$ cat config.mk
export PLATFORM = sky130hd
export DESIGN_NAME = io_channel_scheduler
export DESIGN_NICKNAME = d
export VERILOG_FILES = /design/src/rtl/io_channel_scheduler.sv
export SDC_FILE = /design/constraint.sdc
export NUM_CORES = 1
export LEC_CHECK = 0
export ABC_AREA = 1
export CAP_MARGIN = 20
export CORE_MARGIN = 3
export CORE_UTILIZATION = 50
export CTS_BUF_LIST = sky130_fd_sc_hd__clkbuf_4
export DETAILED_ROUTE_END_ITERATION = 16
export HOLD_SLACK_MARGIN = 0.1
export PLACE_DENSITY = 0.73
export SYNTH_ARGS = -nofsm -noshare
export SYNTH_HDL_FRONTEND = slang
export SYNTH_SLANG_ARGS = --single-unit
$ cat constraint.sdc
create_clock -name clock -period 2.6 [get_ports clock]
set_clock_uncertainty 0.05 [all_clocks]
set_input_delay 0.52 -clock clock [delete_from_list [all_inputs] [get_ports clock]]
set_output_delay 0.52 -clock clock [all_outputs]
set_load 0.02 [all_outputs]
$ cat src/rtl/io_channel_scheduler.sv
// rtl/io_channel_scheduler.sv - shares the input FIFO and output ring between two requesters
// Round-robin arbitration per channel; each acknowledge is registered and lasts one cycle.
module io_channel_scheduler #(
    parameter int MemoryElementWidth = 12,
    parameter int NIn  = 16,
    parameter int NOut = 16,
    localparam int CW  = $clog2(NIn + 1),
    localparam int OW  = $clog2(NOut + 1)
) (
    input  logic                          clock,
    input  logic                          reset,
    input  logic                          load_valid,
    input  logic [MemoryElementWidth-1:0] load_data,
    output logic                          load_ready,
    input  logic [1:0]                    in_req,
    output logic [1:0]                    in_ack,
    output logic [MemoryElementWidth-1:0] in_data,
    output logic                          in_empty,
    output logic [CW-1:0]                 in_size,
    input  logic [1:0]                    out_req,
    input  logic [MemoryElementWidth-1:0] out_data0,
    input  logic [MemoryElementWidth-1:0] out_data1,
    output logic [1:0]                    out_ack,
    input  logic                          drain_req,
    output logic                          drain_valid,
    output logic [MemoryElementWidth-1:0] drain_data,
    output logic [OW-1:0]                 out_count
);
    localparam int IPW = (NIn  > 1) ? $clog2(NIn)  : 1;
    localparam int OPW = (NOut > 1) ? $clog2(NOut) : 1;
    localparam logic [CW-1:0]  InFull   = CW'(NIn);
    localparam logic [OW-1:0]  OutFull  = OW'(NOut);
    localparam logic [IPW-1:0] InLast   = IPW'(NIn - 1);
    localparam logic [OPW-1:0] OutLast  = OPW'(NOut - 1);

    logic [MemoryElementWidth-1:0] r_in_mem  [NIn];
    logic [MemoryElementWidth-1:0] r_out_mem [NOut];
    logic [IPW-1:0] r_in_rd, r_in_wr;
    logic [OPW-1:0] r_out_rd, r_out_wr;
    logic [CW-1:0]  r_in_count;
    logic [OW-1:0]  r_out_count;
    logic           r_in_ptr, r_out_ptr;
    logic [1:0]     r_in_ack, r_out_ack;
    logic [MemoryElementWidth-1:0] r_in_data, r_drain_data;
    logic           r_in_empty, r_drain_valid;

    logic [1:0] w_in_gnt, w_out_gnt;
    logic       w_in_any, w_pop, w_load, w_push, w_drain;
    logic [MemoryElementWidth-1:0] w_push_data;

    // Single eligible requester wins outright; a tie goes to the pointer.
    function automatic logic [1:0] rr_grant(input logic [1:0] elig, input logic ptr);
        case (elig)
            2'b01:   rr_grant = 2'b01;
            2'b10:   rr_grant = 2'b10;
            2'b11:   rr_grant = ptr ? 2'b10 : 2'b01;
            default: rr_grant = 2'b00;
        endcase
    endfunction

    always_comb begin
        w_in_gnt    = rr_grant(in_req & ~r_in_ack, r_in_ptr);
        w_in_any    = |w_in_gnt;
        w_pop       = w_in_any && (r_in_count != '0);
        w_load      = load_valid && (r_in_count != InFull);
        w_out_gnt   = (r_out_count != OutFull) ? rr_grant(out_req & ~r_out_ack, r_out_ptr) : 2'b00;
        w_push      = |w_out_gnt;
        w_push_data = w_out_gnt[1] ? out_data1 : out_data0;
        w_drain     = drain_req && (r_out_count != '0);
    end

    always_ff @(posedge clock) begin
        if (w_load) r_in_mem[r_in_wr] <= load_data;
        if (w_push) r_out_mem[r_out_wr] <= w_push_data;
    end

    always_ff @(posedge clock or posedge reset) begin
        if (reset) begin
            r_in_rd       <= '0;
            r_in_wr       <= '0;
            r_in_count    <= '0;
            r_in_ptr      <= 1'b0;
            r_in_ack      <= 2'b00;
            r_in_data     <= '0;
            r_in_empty    <= 1'b0;
            r_out_rd      <= '0;
            r_out_wr      <= '0;
            r_out_count   <= '0;
            r_out_ptr     <= 1'b0;
            r_out_ack     <= 2'b00;
            r_drain_valid <= 1'b0;
            r_drain_data  <= '0;
        end else begin
            if (w_load) r_in_wr <= (r_in_wr == InLast) ? '0 : r_in_wr + 1'b1;
            if (w_pop)  r_in_rd <= (r_in_rd == InLast) ? '0 : r_in_rd + 1'b1;
            r_in_count <= r_in_count + CW'(w_load) - CW'(w_pop);
            if (w_in_any) r_in_ptr <= w_in_gnt[0];
            r_in_ack   <= w_in_gnt;
            r_in_data  <= w_pop ? r_in_mem[r_in_rd] : '0;
            r_in_empty <= w_in_any && !w_pop;

            if (w_push)  r_out_wr <= (r_out_wr == OutLast) ? '0 : r_out_wr + 1'b1;
            if (w_drain) r_out_rd <= (r_out_rd == OutLast) ? '0 : r_out_rd + 1'b1;
            r_out_count <= r_out_count + OW'(w_push) - OW'(w_drain);
            if (w_push) r_out_ptr <= w_out_gnt[0];
            r_out_ack     <= w_out_gnt;
            r_drain_valid <= w_drain;
            r_drain_data  <= w_drain ? r_out_mem[r_out_rd] : '0;
        end
    end

    assign load_ready  = (r_in_count != InFull);
    assign in_ack      = r_in_ack;
    assign in_data     = r_in_data;
    assign in_empty    = r_in_empty;
    assign in_size     = r_in_count;
    assign out_ack     = r_out_ack;
    assign drain_valid = r_drain_valid;
    assign drain_data  = r_drain_data;
    assign out_count   = r_out_count;
endmodule

==> metrics list <==
- Of the available clock period, the critical path in the final layout requires 0.946.
- Summed over all layers, the global routing overflow is 0.
* DRC Markers: 0
- Total routing resource utilization after global routing: 0.214
* Router iterations before antenna repair: 7
- For the worst flop-to-flop path, the logic depth is 12.
- Before CTS, the worst setup slack after placement is -301 ps.
* Clock Sink Count: 442
- Setup repair after global routing missed its margin: false
- Startpoint kind of the worst setup timing path: flop
* Final antenna-violating net count: 0
- First-pass GRT wire length: between 60000 and 70000 µm
- Buffers plus inverters on the worst setup path: 2
* Hpwl dp: about 25000 µm
* Overall die width: 199 µm
- The via count of the first global-routing pass was ~12000.
* Final period demand of the worst path: 2460 ps
- The analysis attributes to net switching a power of roughly 0.0087 W.
* Leakage dissipation: 9.14 nW
- In the final layout, the share of cells above drive strength 1 is 0.131.
* Design internal power: 0.0146 W
- Number of warnings reported in the yosys synthesis log: 0
- At the worst endpoint, the arrival time is 3100 ps.
- Entering global routing, the biggest net connects between 90 and 100 pins.
* Core Area: 36700 µm²
- In this run the critical register-to-register path is captured at out_count[4].
- The longest clock path from root to sink contains 3 buffers.
* Per-cell routed wire length: 17.0 µm
- Tightest Pin Transition: 741 ps
- In the routed layout, each cell is associated on average with a via count of 5.10.
- Port buffering added 84 buffers.
- Post-synthesis average cell area: around 11 µm²
- The detailed router placed 12627 vias in this run.
- Num ports: 85
* Clock buffer count from CTS: between 100 and 150
- Area used by sequential logic in the layout: 13000 µm²
- For the worst setup path, the data required time is approximately 3200 ps.
* Number of DRC violations after detailed-routing iteration 0: 945
- Max-cap violations in this run came to 0.
- Counting distinct cell types in the post-synthesis netlist gives 27.
- Hold Path Sink: in_ack[0]
* Critical-path maximum fanout: 3
- Clock input transition at the sequential cells of the worst setup and hold paths: around 60 ps
- Crit Reg-Reg Startpoint: out_count[2]
- TritonCTS clock tree: yes
* Clock Latency Late Sink: 810 ps
* Standard-cell rows: 70
* Filler cell count in the final layout: 2945
- Area added between synthesis and finish: 16.7%
- Power density normalized to cell area: 1070 nW/µm²
* Standard cell with the maximum stage delay on the critical path: sky130_fd_sc_hd__fa_1
- The share of total power dissipated in sequential elements is 0.405.
* Crit. End Element: flop
* Type of the worst setup path: reg2reg
- Portion of the post-synthesis area used by sequential elements: 0.697
* Worst setup margin: 141 ps
* Fraction of power spent switching nets: 0.372
- For this run, the post-layout net count is 1988.
- Number of antenna violations at the first check in global routing: 1
- Of the total power, the clock network draws 0.238.
* Area taken by multi-input logic gates: 4550 µm²
- Counting flops and latches in the post-synthesis netlist gives 442.
* Run status: complete, no violations
* Number of endpoints failing setup at the final stage: 0
- Leading cell type in the layout, fill and taps excluded: sky130_fd_sc_hd__nand2_1
* Initial core utilization: 0.508
- Counting instances, the worst hold path has a depth of 2.
* H-tree levels: 3
- The number of slew-limit violations in the final report is 0.
- Root cell of the clock tree: sky130_fd_sc_hd__clkbuf_4
* Commonest non-fill, non-tap cells in the layout: sky130_fd_sc_hd__nand2_1, sky130_fd_sc_hd__edfxtp_1, sky130_fd_sc_hd__nand3_1, sky130_fd_sc_hd__inv_1, sky130_fd_sc_hd__clkbuf_4
- The number of nets in the synthesized netlist is 1794.
* Maximum VDD drop: between 0.7 and 0.8 mV
- The setup check on the worst reg-to-reg path leaves a slack of 140 ps.
- In this design, the stage delay of the slowest critical-path cell is about 420 ps.
- For this block, the routed nets add up to 42100 µm of wire.
- The share of total power dissipated in combinational logic is 0.358.
- Adding up every negative setup slack in the final design gives 0 ps.
- Die outline area: 39600 µm²
- By instance count, the cell type seen most on the critical path is sky130_fd_sc_hd__ha_1.
* Post-Syn Instances: around 1700
- Cell chain of the critical path: inv_1, ha_1, nand4_1, o21ai_2, ha_1, inv_1, ha_1, fa_1, a21oi_1, nor2_1, nor2_1, xor2_1
* Final weighted congestion in routability-driven placement: 0.840
- Summing every instance area after synthesis gives 18600 µm².
- DIE HEIGHT: between 150 and 200 µm
* Worst max-slew margin expressed relative to the limit: 0.505
- CP top delay family: adder cells
- Static timing analysis puts the maximum clock frequency at 0.407 GHz.
* Worst hold path startpoint: in_req[1]
- The final hold violation count came to 0.
* Class of the most critical hold timing path: in2reg
[cell type report]
class / instances / area share
Multi-Input combinational cell: 1027 / 0.209
Sequential cell: 442 / 0.597
Clock inverter: 35 / 0.00697
Tap cell: 468 / 0.0269
Antenna cell: 1 / 0.000115
Clock buffer: 159 / 0.0549
Inverter: 177 / 0.0307
Timing Repair Buffer: 165 / 0.0735
[kinds of logic after synthesis]
group	Yosys count	synth area share
xor gates and xnor gates	14	0.00658
DFF	442	0.697
buffers and inverters	257	0.0595
adders and majority gates	24	0.0169
AOI/OAI and AO/OA	71	0.0193
and+or+nand+nor	918	0.201
[Yosys cell counts, drive strengths merged]
cell type	n	area share
or2	1	0.00034
nor3b	1	0.00040
fa	2	0.0021
o211ai	1	0.00040
inv	176	0.036
dfrtp	58	0.078
nor2	55	0.011
nand3	219	0.059
nand4	4	0.0013
xor2	11	0.0052
nor3	2	0.00054
ha	22	0.015
buf	63	0.020
xnor2	3	0.0014
a31oi	1	0.00034
nand2	636	0.13
clkbuf	17	0.0034
o21ai	13	0.0035
clkinv	1	0.00020
a21oi	56	0.015
edfxtp	384	0.62
[how the worst max path moves through the flow]
stage	start	to	slack, ps	depth (start not counted)
4_1_cts	in_size[3]	load_ready	40	4
3_5_place_dp	in_req[0]	in_size[4]	-300	14
6_report	out_count[2]	out_count[4]	140	12
2_1_floorplan	in_size[2]	in_size[4]	10	12
5_1_grt	out_count[2]	out_count[4]	0.4	12
3_3_place_gp	in_req[0]	in_size[4]	-230	14
[flip-flops by register name, summed over array words and instances, names as in the netlist, 5 cells and up]
| signal | cells |
|---|---|
| r_in_mem | 192 |
| drain_data | 12 |
| r_out_mem | 192 |
| in_data | 12 |
| in_size | 5 |
| out_count | 5 |
[stage by stage]
stage | total power [W] | util | instances | hold slack (ps) | area, µm²
floorplan | 0.0150 | - | 1726 | 408 | 18600
global placement | 0.0176 | 0.555 | 2277 | 430 | 20400
detailed placement | 0.0178 | 0.555 | 2277 | 427 | 20400
CTS | 0.0234 | 0.592 | 2472 | 230 | 21700
global route | 0.0248 | 0.592 | 2474 | 234 | 21700
finish | 0.0233 | 0.592 | 2474 | 335 | 21700
[metal layers]
layer / GRT usage / part of all wire / vias up
met5: 0 / 0 / -
met4: 0.0729 / 0.020 / 0
met3: 0.0412 / 0.072 / 65
met2: 0.376 / 0.52 / 458
met1: 0.267 / 0.39 / 5957
li1: - / - / 6147
[power by group through the flow]
stage | Combinational (W) | Sequential, W | Clock, W
3_5_place_dp | 0.00829 | 0.00956 | 0
6_report | 0.00832 | 0.00941 | 0.00552
4_1_cts | 0.00833 | 0.00942 | 0.00567
3_3_place_gp | 0.00808 | 0.00952 | 0
5_1_grt | 0.00922 | 0.00949 | 0.00605
2_1_floorplan | 0.00524 | 0.00976 | 0
[worst register-to-register path: cells and delay by family, from the launching register on]
family | cells | cell delay (ps)
buffers and inverters | 2 | 120
DFF | 1 | 380
xor gates and xnor gates | 1 | 160
adders and majority gates | 4 | 1130
AOI/OAI and AO/OA | 2 | 230
and+or+nand+nor | 3 | 330
[what timing repair did]
| item | CTS | global route |
|---|---|---|
| pin swaps | 0 | 2 |
| setup buffers | 0 | 1 |
| setup endpoints to repair | 1 | 3 |
| hold buffers | 1 | 0 |
| resized for setup | 1 | 7 |
| endpoints found under the hold margin | 9 | 0 |
| cloned | 0 | 0 |
(Power assumes the default switching activity.)
